$ cat config.mk
export PLATFORM = sky130hd
export DESIGN_NAME = mig_axi_port_arbiter
export DESIGN_NICKNAME = d
export VERILOG_FILES = /design/src/rtl/mig_axi_port_arbiter.sv
export SDC_FILE = /design/constraint.sdc
export NUM_CORES = 1
export LEC_CHECK = 0
export CELL_PAD_IN_SITES_DETAIL_PLACEMENT = 0
export CELL_PAD_IN_SITES_GLOBAL_PLACEMENT = 1
export CORE_AREA = 2 2 283 285
export CTS_CLUSTER_DIAMETER = 40
export CTS_CLUSTER_SIZE = 25
export DETAILED_ROUTE_END_ITERATION = 10
export DIE_AREA = 0 0 285 287
export GPL_TIMING_DRIVEN = 1
export PLACE_DENSITY_LB_ADDON = 0.1
export SKIP_CTS_REPAIR_TIMING = 1
export SLEW_MARGIN = 40
export SYNTH_ARGS = -nofsm -noshare
export SYNTH_HDL_FRONTEND = slang
export SYNTH_SLANG_ARGS = --single-unit
$ cat constraint.sdc
create_clock -name mig_ui_clk -period 1.8 [get_ports mig_ui_clk]
set_clock_uncertainty 0.2 [all_clocks]
set_input_delay 0.18 -clock mig_ui_clk [delete_from_list [all_inputs] [get_ports mig_ui_clk]]
set_output_delay 0.18 -clock mig_ui_clk [all_outputs]
set_load 0.02 [all_outputs]
$ cat src/rtl/mig_axi_port_arbiter.sv
// N:1 AXI4 arbiter sharing the MIG slave port: independent round-robin write and read FSMs,
// one outstanding burst per direction, locally generated WLAST with sticky mismatch flags.
module mig_axi_port_arbiter #(
    parameter int unsigned NUM_PORTS = 2,
    parameter int unsigned ADDR_W    = 32,
    parameter int unsigned DATA_W    = 64,
    parameter int unsigned ID_W      = 4
) (
    input  logic                          mig_ui_clk,
    input  logic                          mig_ui_rst,
    // Upstream write address
    input  logic [NUM_PORTS*ID_W-1:0]     s_awid_i,
    input  logic [NUM_PORTS*ADDR_W-1:0]   s_awaddr_i,
    input  logic [NUM_PORTS*8-1:0]        s_awlen_i,
    input  logic [NUM_PORTS*3-1:0]        s_awsize_i,
    input  logic [NUM_PORTS*2-1:0]        s_awburst_i,
    input  logic [NUM_PORTS-1:0]          s_awvalid_i,
    output logic [NUM_PORTS-1:0]          s_awready_o,
    // Upstream write data
    input  logic [NUM_PORTS*DATA_W-1:0]   s_wdata_i,
    input  logic [NUM_PORTS*DATA_W/8-1:0] s_wstrb_i,
    input  logic [NUM_PORTS-1:0]          s_wlast_i,
    input  logic [NUM_PORTS-1:0]          s_wvalid_i,
    output logic [NUM_PORTS-1:0]          s_wready_o,
    // Upstream write response
    output logic [ID_W-1:0]               s_bid_o,
    output logic [1:0]                    s_bresp_o,
    output logic [NUM_PORTS-1:0]          s_bvalid_o,
    input  logic [NUM_PORTS-1:0]          s_bready_i,
    // Upstream read address
    input  logic [NUM_PORTS*ID_W-1:0]     s_arid_i,
    input  logic [NUM_PORTS*ADDR_W-1:0]   s_araddr_i,
    input  logic [NUM_PORTS*8-1:0]        s_arlen_i,
    input  logic [NUM_PORTS*3-1:0]        s_arsize_i,
    input  logic [NUM_PORTS*2-1:0]        s_arburst_i,
    input  logic [NUM_PORTS-1:0]          s_arvalid_i,
    output logic [NUM_PORTS-1:0]          s_arready_o,
    // Upstream read data
    output logic [ID_W-1:0]               s_rid_o,
    output logic [DATA_W-1:0]             s_rdata_o,
    output logic [1:0]                    s_rresp_o,
    output logic                          s_rlast_o,
    output logic [NUM_PORTS-1:0]          s_rvalid_o,
    input  logic [NUM_PORTS-1:0]          s_rready_i,
    // MIG write address
    output logic [ID_W-1:0]               mig_s_axi_awid_o,
    output logic [ADDR_W-1:0]             mig_s_axi_awaddr_o,
    output logic [7:0]                    mig_s_axi_awlen_o,
    output logic [2:0]                    mig_s_axi_awsize_o,
    output logic [1:0]                    mig_s_axi_awburst_o,
    output logic                          mig_s_axi_awlock_o,
    output logic [3:0]                    mig_s_axi_awcache_o,
    output logic [2:0]                    mig_s_axi_awprot_o,
    output logic [3:0]                    mig_s_axi_awqos_o,
    output logic                          mig_s_axi_awvalid_o,
    input  logic                          mig_s_axi_awready_i,
    // MIG write data
    output logic [DATA_W-1:0]             mig_s_axi_wdata_o,
    output logic [DATA_W/8-1:0]           mig_s_axi_wstrb_o,
    output logic                          mig_s_axi_wlast_o,
    output logic                          mig_s_axi_wvalid_o,
    input  logic                          mig_s_axi_wready_i,
    // MIG write response
    input  logic [ID_W-1:0]               mig_s_axi_bid_i,
    input  logic [1:0]                    mig_s_axi_bresp_i,
    input  logic                          mig_s_axi_bvalid_i,
    output logic                          mig_s_axi_bready_o,
    // MIG read address
    output logic [ID_W-1:0]               mig_s_axi_arid_o,
    output logic [ADDR_W-1:0]             mig_s_axi_araddr_o,
    output logic [7:0]                    mig_s_axi_arlen_o,
    output logic [2:0]                    mig_s_axi_arsize_o,
    output logic [1:0]                    mig_s_axi_arburst_o,
    output logic                          mig_s_axi_arlock_o,
    output logic [3:0]                    mig_s_axi_arcache_o,
    output logic [2:0]                    mig_s_axi_arprot_o,
    output logic [3:0]                    mig_s_axi_arqos_o,
    output logic                          mig_s_axi_arvalid_o,
    input  logic                          mig_s_axi_arready_i,
    // MIG read data
    input  logic [ID_W-1:0]               mig_s_axi_rid_i,
    input  logic [DATA_W-1:0]             mig_s_axi_rdata_i,
    input  logic [1:0]                    mig_s_axi_rresp_i,
    input  logic                          mig_s_axi_rlast_i,
    input  logic                          mig_s_axi_rvalid_i,
    output logic                          mig_s_axi_rready_o,
    // Status
    output logic [NUM_PORTS-1:0]          err_wlast_o,
    output logic                          wr_busy_o,
    output logic                          rd_busy_o
);

    localparam int unsigned StrbW = DATA_W / 8;
    localparam int unsigned PtrW  = (NUM_PORTS > 1) ? $clog2(NUM_PORTS) : 1;

    typedef enum logic [1:0] {WIdle, WAddr, WData, WResp} w_state_e;
    typedef enum logic [1:0] {RIdle, RAddr, RData} r_state_e;

    w_state_e              w_state_q;
    r_state_e              r_state_q;
    logic [PtrW-1:0]       wg_q, rg_q, wr_ptr_q, rd_ptr_q;
    logic [7:0]            wlen_q, wcnt_q;
    logic [NUM_PORTS-1:0]  err_q;

    // First requester strictly after ptr, wrapping modulo NUM_PORTS.
    function automatic logic [PtrW-1:0] rr_pick(input logic [PtrW-1:0] ptr,
                                                input logic [NUM_PORTS-1:0] req);
        logic [PtrW-1:0] sel;
        logic            found;
        int unsigned     idx;
        sel   = '0;
        found = 1'b0;
        for (int unsigned i = 1; i <= NUM_PORTS; i++) begin
            idx = (32'(ptr) + i) % NUM_PORTS;
            if (!found && req[idx]) begin
                sel   = PtrW'(idx);
                found = 1'b1;
            end
        end
        return sel;
    endfunction

    logic w_last, aw_hs, w_hs, b_hs, ar_hs, r_done;

    assign w_last = (wcnt_q == wlen_q);
    assign aw_hs  = (w_state_q == WAddr) && s_awvalid_i[wg_q] && mig_s_axi_awready_i;
    assign w_hs   = (w_state_q == WData) && s_wvalid_i[wg_q] && mig_s_axi_wready_i;
    assign b_hs   = (w_state_q == WResp) && mig_s_axi_bvalid_i && s_bready_i[wg_q];
    assign ar_hs  = (r_state_q == RAddr) && s_arvalid_i[rg_q] && mig_s_axi_arready_i;
    assign r_done = (r_state_q == RData) && mig_s_axi_rvalid_i && s_rready_i[rg_q]
                    && mig_s_axi_rlast_i;

    always_ff @(posedge mig_ui_clk or posedge mig_ui_rst) begin
        if (mig_ui_rst) begin
            w_state_q <= WIdle;
            wg_q      <= '0;
            wr_ptr_q  <= PtrW'(NUM_PORTS - 1);
            wlen_q    <= '0;
            wcnt_q    <= '0;
            err_q     <= '0;
        end else begin
            case (w_state_q)
                WIdle: if (|s_awvalid_i) begin
                    wg_q      <= rr_pick(wr_ptr_q, s_awvalid_i);
                    w_state_q <= WAddr;
                end
                WAddr: if (aw_hs) begin
                    wlen_q    <= s_awlen_i[wg_q*8 +: 8];
                    wcnt_q    <= '0;
                    w_state_q <= WData;
                end
                WData: if (w_hs) begin
                    wcnt_q <= wcnt_q + 8'd1;
                    if (s_wlast_i[wg_q] != w_last) err_q[wg_q] <= 1'b1;
                    if (w_last) w_state_q <= WResp;
                end
                WResp: if (b_hs) begin
                    wr_ptr_q  <= wg_q;
                    w_state_q <= WIdle;
                end
                default: w_state_q <= WIdle;
            endcase
        end
    end

    always_ff @(posedge mig_ui_clk or posedge mig_ui_rst) begin
        if (mig_ui_rst) begin
            r_state_q <= RIdle;
            rg_q      <= '0;
            rd_ptr_q  <= PtrW'(NUM_PORTS - 1);
        end else begin
            case (r_state_q)
                RIdle: if (|s_arvalid_i) begin
                    rg_q      <= rr_pick(rd_ptr_q, s_arvalid_i);
                    r_state_q <= RAddr;
                end
                RAddr: if (ar_hs) r_state_q <= RData;
                RData: if (r_done) begin
                    rd_ptr_q  <= rg_q;
                    r_state_q <= RIdle;
                end
                default: r_state_q <= RIdle;
            endcase
        end
    end

    always_comb begin
        s_awready_o         = '0;
        s_wready_o          = '0;
        s_bvalid_o          = '0;
        mig_s_axi_awid_o    = '0;
        mig_s_axi_awaddr_o  = '0;
        mig_s_axi_awlen_o   = '0;
        mig_s_axi_awsize_o  = '0;
        mig_s_axi_awburst_o = '0;
        mig_s_axi_awvalid_o = 1'b0;
        mig_s_axi_wdata_o   = '0;
        mig_s_axi_wstrb_o   = '0;
        mig_s_axi_wlast_o   = 1'b0;
        mig_s_axi_wvalid_o  = 1'b0;
        mig_s_axi_bready_o  = 1'b0;
        case (w_state_q)
            WAddr: begin
                mig_s_axi_awvalid_o = s_awvalid_i[wg_q];
                mig_s_axi_awid_o    = s_awid_i[wg_q*ID_W +: ID_W];
                mig_s_axi_awaddr_o  = s_awaddr_i[wg_q*ADDR_W +: ADDR_W];
                mig_s_axi_awlen_o   = s_awlen_i[wg_q*8 +: 8];
                mig_s_axi_awsize_o  = s_awsize_i[wg_q*3 +: 3];
                mig_s_axi_awburst_o = s_awburst_i[wg_q*2 +: 2];
                s_awready_o[wg_q]   = mig_s_axi_awready_i;
            end
            WData: begin
                mig_s_axi_wvalid_o = s_wvalid_i[wg_q];
                mig_s_axi_wdata_o  = s_wdata_i[wg_q*DATA_W +: DATA_W];
                mig_s_axi_wstrb_o  = s_wstrb_i[wg_q*StrbW +: StrbW];
                mig_s_axi_wlast_o  = w_last;
                s_wready_o[wg_q]   = mig_s_axi_wready_i;
            end
            WResp: begin
                s_bvalid_o[wg_q]   = mig_s_axi_bvalid_i;
                mig_s_axi_bready_o = s_bready_i[wg_q];
            end
            default: ;
        endcase
    end

    always_comb begin
        s_arready_o         = '0;
        s_rvalid_o          = '0;
        mig_s_axi_arid_o    = '0;
        mig_s_axi_araddr_o  = '0;
        mig_s_axi_arlen_o   = '0;
        mig_s_axi_arsize_o  = '0;
        mig_s_axi_arburst_o = '0;
        mig_s_axi_arvalid_o = 1'b0;
        mig_s_axi_rready_o  = 1'b0;
        case (r_state_q)
            RAddr: begin
                mig_s_axi_arvalid_o = s_arvalid_i[rg_q];
                mig_s_axi_arid_o    = s_arid_i[rg_q*ID_W +: ID_W];
                mig_s_axi_araddr_o  = s_araddr_i[rg_q*ADDR_W +: ADDR_W];
                mig_s_axi_arlen_o   = s_arlen_i[rg_q*8 +: 8];
                mig_s_axi_arsize_o  = s_arsize_i[rg_q*3 +: 3];
                mig_s_axi_arburst_o = s_arburst_i[rg_q*2 +: 2];
                s_arready_o[rg_q]   = mig_s_axi_arready_i;
            end
            RData: begin
                s_rvalid_o[rg_q]   = mig_s_axi_rvalid_i;
                mig_s_axi_rready_o = s_rready_i[rg_q];
            end
            default: ;
        endcase
    end

    assign mig_s_axi_awlock_o  = 1'b0;
    assign mig_s_axi_awcache_o = 4'b0011;
    assign mig_s_axi_awprot_o  = 3'b000;
    assign mig_s_axi_awqos_o   = 4'b0000;
    assign mig_s_axi_arlock_o  = 1'b0;
    assign mig_s_axi_arcache_o = 4'b0011;
    assign mig_s_axi_arprot_o  = 3'b000;
    assign mig_s_axi_arqos_o   = 4'b0000;

    assign s_bid_o   = mig_s_axi_bid_i;
    assign s_bresp_o = mig_s_axi_bresp_i;
    assign s_rid_o   = mig_s_axi_rid_i;
    assign s_rdata_o = mig_s_axi_rdata_i;
    assign s_rresp_o = mig_s_axi_rresp_i;
    assign s_rlast_o = mig_s_axi_rlast_i;

    assign err_wlast_o = err_q;
    assign wr_busy_o   = (w_state_q != WIdle);
    assign rd_busy_o   = (r_state_q != RIdle);

endmodule

==> Flow_metrics.wiki <==
{| class="wikitable"
! Metric !! Value
|-
| Initial standard-cell utilization of the core || roughly 6.2%
|-
| Number of cells on the worst reg-to-reg path || 6
|-
| Final setup margin || -0.400 ns
|-
| Area of combinational cells with multiple inputs || 0.00473 mm2
|-
| Clock tree root driver cell || sky130_fd_sc_hd__clkbuf_16
|-
| Worst min path class || input port to asynchronous set/reset pin
|-
| Rows || 103
|-
| Area fraction of the dominant cell type after synthesis || 36.3%
|-
| Post-route DRC || 0
|-
| Level count of the clock H-tree || 1
|-
| Required time at the worst-slack endpoint || 1.78 ns
|-
| Layout fillers || 8803
|-
| Leakage component of the power || 6.32 nW
|-
| Reg-to-reg endpoint || w_state_q[1]
|-
| Origin of the critical flop-to-flop path || wcnt_q[4]
|-
| Wire length per cell after detailed routing || 17.5 um
|-
| Number of optimization iterations in the first detailed-route pass || 4
|-
| Peak supply drop || 434 uV
|-
| Hold Violations, Final || 0
|-
| Synthesized flop and latch total || 26
|-
| Setup TNS after final layout || -44.10 ns
|-
| # port buffers || 550
|-
| I/O pin count || 727
|-
| Vias in the first global route || 6894
|-
| Detailed Route Iter0 Violations || around 110
|-
| Critical path capture point type || flip-flop
|-
| Post-layout nets || 1756
|-
| Count of cell types in the netlist || 41
|-
| Wire length after detailed routing || roughly 41000 um
|-
| Delay of the slowest critical-path stage || 0.41 ns
|-
| Power density cells || between 1000 and 1500 mW/mm2
|-
| Total via count in the routed design || 7080
|-
| Global-route wire length before repair || 51700 um
|-
| Pin count of the biggest net entering global routing || 49
|-
| Post-synthesis instance total || 667
|-
| GPL Wtd Cong || 0.807
|-
| Summed area of non-filler cells in the final layout || 0.0148 mm2
|-
| Type of element launching the critical path || flip-flop
|-
| Cell types occupying the most area after synthesis || sky130_fd_sc_hd__mux2i_1 36%, sky130_fd_sc_hd__buf_4 16%, sky130_fd_sc_hd__nor2_1 15%
|-
| Clock transition at path regs || 0.09 ns
|-
| Share of final-layout standard cells stronger than drive strength 1 || 45.9%
|-
| Critical path launch point || wcnt_q[4]
|-
| Outcome || finished, violations left
|-
| Half-perimeter wire length after detailed placement || 33800 um
|-
| Vias per Instance || 2.99
|-
| Layout area overhead || 203%
|-
| Area leader, netlist || sky130_fd_sc_hd__mux2i_1
|-
| Clock tree from TritonCTS || built
|-
| Number of antenna-violating nets in the routed design || 0
|-
| Number of sinks driven by the clock tree || 26
|-
| Syn avg cell area || roughly 7.3 um2
|-
| Floorplan Core Area || around 0.079 mm2
|-
| Number of buffers between clock root and the deepest sink || 2
|-
| Final worst path period share || 122%
|-
| Die area || 0.0818 mm2
|-
| Leftover overflow at the end of global routing || 0
|-
| Total placed instance area || 0.0122 mm2
|-
| Crit path max fanout || 2
|-
| Fmax || 455 MHz
|-
| Height of the die || 287 um
|-
| Worst-skew pair later-pin latency || a little under 0.3 ns
|-
| Family of cells with the greatest summed delay on the critical path || simple AND/OR/NAND/NOR gates
|-
| Antenna violations before repair || 8
|-
| Setup-violating endpoint count in the final report || 197
|-
| Count of max-cap constraint violations || 0
|-
| Tightest hold margin || roughly 0.037 ns
|-
| Total track usage || 8.69%
|-
| Shortest clock period the worst path allows after layout || 2.20 ns
|-
| Area taken by flip-flops and latches || ~660 um2
|-
| Worst reg-to-reg setup slack || -0.40 ns
|-
| Count of warnings emitted by yosys || 0
|-
| RSZ-0062 raised after global routing || yes
|-
| Cell Area, Synth || approximately 0.0049 mm2
|-
| Count of buffering cells on the critical path with inverters included || 1
|-
| Cell-by-cell listing of the critical path || xor2_1, nor4_4, buf_4, nand3_4, a221oi_4, mux2_4
|-
| Post-synthesis sequential area ratio || 13.4%
|-
| Failing checks || negative setup slack
|-
| Die width || 285 um
|-
| CP arrival || between 2 and 2.5 ns
|-
| Class of the most critical setup path || flip-flop to flip-flop
|-
| Number of buffers inserted during clock tree synthesis || 3
|-
| Slew Limit Fails || 0
|-
| Critical Path Slowest Stage Cell || sky130_fd_sc_hd__dfrtp_1
|}
==> layer usage <==
layer / share of wire [%] / track usage (%) / routed length, um / vias to the layer above
met2: 54 / 16.6 / 22500 / 328
met1: 36 / 8.89 / 14800 / 3277
met5: 0.12 / 0 / 48 / -
li1: - / - / - / 3416
met4: 1.8 / 2.32 / 735 / 8
met3: 8.1 / 3.03 / 3370 / 51
==> worst register-to-register path: stages, from the launching register on <==
cell	delay (ns)
sky130_fd_sc_hd__dfrtp_1	0.41
sky130_fd_sc_hd__xor2_1	0.19
sky130_fd_sc_hd__nor4_4	0.38
sky130_fd_sc_hd__buf_4	0.19
sky130_fd_sc_hd__nand3_4	0.08
sky130_fd_sc_hd__a221oi_4	0.32
sky130_fd_sc_hd__mux2_4	0.32
==> how the worst max path moves through the flow <==
stage          slack, ns  cells past startpoint              endpoint
4_1_cts            -0.84                      6  mig_s_axi_wstrb_o[1]
2_1_floorplan      -0.12                      5          w_state_q[1]
3_5_place_dp       -0.50                      6  mig_s_axi_wstrb_o[1]
6_report           -0.40                      6          w_state_q[1]
5_1_grt            -0.50                      6          w_state_q[1]
3_3_place_gp       -0.54                      6  mig_s_axi_wstrb_o[2]
==> layout by cell type, fill, tap and decap left out, types with 3 or more instances in the layout <==
master / n
sky130_fd_sc_hd__nand3_1: 3
sky130_fd_sc_hd__conb_1: 24
sky130_fd_sc_hd__mux2i_1: 103
sky130_fd_sc_hd__nor2_1: 113
sky130_fd_sc_hd__and3_1: 4
sky130_fd_sc_hd__buf_8: 15
sky130_fd_sc_hd__clkbuf_16: 17
sky130_fd_sc_hd__buf_2: 16
sky130_fd_sc_hd__buf_16: 4
sky130_fd_sc_hd__mux2i_4: 45
sky130_fd_sc_hd__dlymetal6s2s_1: 19
sky130_fd_sc_hd__nor2_2: 27
sky130_fd_sc_hd__a21oi_2: 13
sky130_fd_sc_hd__diode_2: 4
sky130_fd_sc_hd__clkbuf_2: 11
sky130_fd_sc_hd__inv_1: 6
sky130_fd_sc_hd__clkdlybuf4s50_1: 361
sky130_fd_sc_hd__o21ai_0: 3
sky130_fd_sc_hd__mux2i_2: 29
sky130_fd_sc_hd__nand2b_1: 3
sky130_fd_sc_hd__dfrtp_1: 22
sky130_fd_sc_hd__o21ai_2: 3
sky130_fd_sc_hd__nor2b_4: 3
sky130_fd_sc_hd__nor2_4: 58
sky130_fd_sc_hd__inv_2: 3
sky130_fd_sc_hd__nand2_1: 17
sky130_fd_sc_hd__buf_12: 33
sky130_fd_sc_hd__buf_4: 185
sky130_fd_sc_hd__buf_6: 107
sky130_fd_sc_hd__xor2_1: 7
sky130_fd_sc_hd__a21oi_1: 7
==> kinds of logic after synthesis <==
kind of cell               count (synthesis)  share of synthesized area (%)
and+or+nand+nor                          248                           21.2
muxes                                    180                           37.0
buffers and inverters                    155                           20.2
AOI/OAI and AO/OA                         41                           5.12
DFF                                       26                           13.4
xor gates and xnor gates                  10                           1.79
adders and majority gates                  5                           1.28
other                                      2                          0.154
==> registers in the layout, indices dropped and copies added, names as in the netlist <==
signal / cells
rd_ptr_q: 1
wlen_q: 8
wg_q: 1
rg_q: 1
wr_ptr_q: 1
err_wlast_o: 2
wcnt_q: 8
r_state_q: 2
w_state_q: 2
==> Yosys cell counts (all sizes together) <==
library cell    n
a21oi          20
inv             8
xor2            8
or2             1
conb            2
nand4           2
or4             1
nor3            4
xnor2           2
a32o            1
ha              5
a211o           1
o32a            1
a221oi          1
nand3           5
dfrtp          24
dfstp           2
a31oi           2
nor2b           5
nand2          21
nor2          198
nor4            2
o21ai           8
o22ai           2
o21a            1
and3            5
clkbuf         20
mux2i         177
nand2b          4
buf           125
o32ai           1
o211ai          1
a31o            2
clkinv          2
mux2            3
==> cell type report <==
cell class / instances / area share, %
Timing Repair Buffer: 765 / 53.5
Clock inverter: 1 / 0.203
Clock buffer: 3 / 0.507
Multi-Input combinational cell: 508 / 31.9
Inverter: 10 / 0.338
Sequential cell: 26 / 4.44
Timing Repair inverter: 1 / 0.110
Antenna cell: 4 / 0.0676
Tap cell: 1050 / 8.87
==> per-stage QoR <==
stage          worst slack, ns  utilization (%)  std cells  total power [W]
2_1_floorplan           -0.118                -        689          0.00831
3_3_place_gp            -0.536             15.5       2270           0.0161
3_5_place_dp            -0.500             15.5       2270           0.0159
4_1_cts                 -0.839             15.7       2274           0.0167
5_1_grt                 -0.503             18.8       2365           0.0229
6_report                -0.400             18.8       2368           0.0216
==> where the power goes <==
part           switching [W]  internal, W
combinational        0.00927       0.0105
clock               0.000276     0.000446
sequential          0.000212     0.000832
total                0.00975       0.0118
No activity file was read; power rests on OpenSTA's default activity.
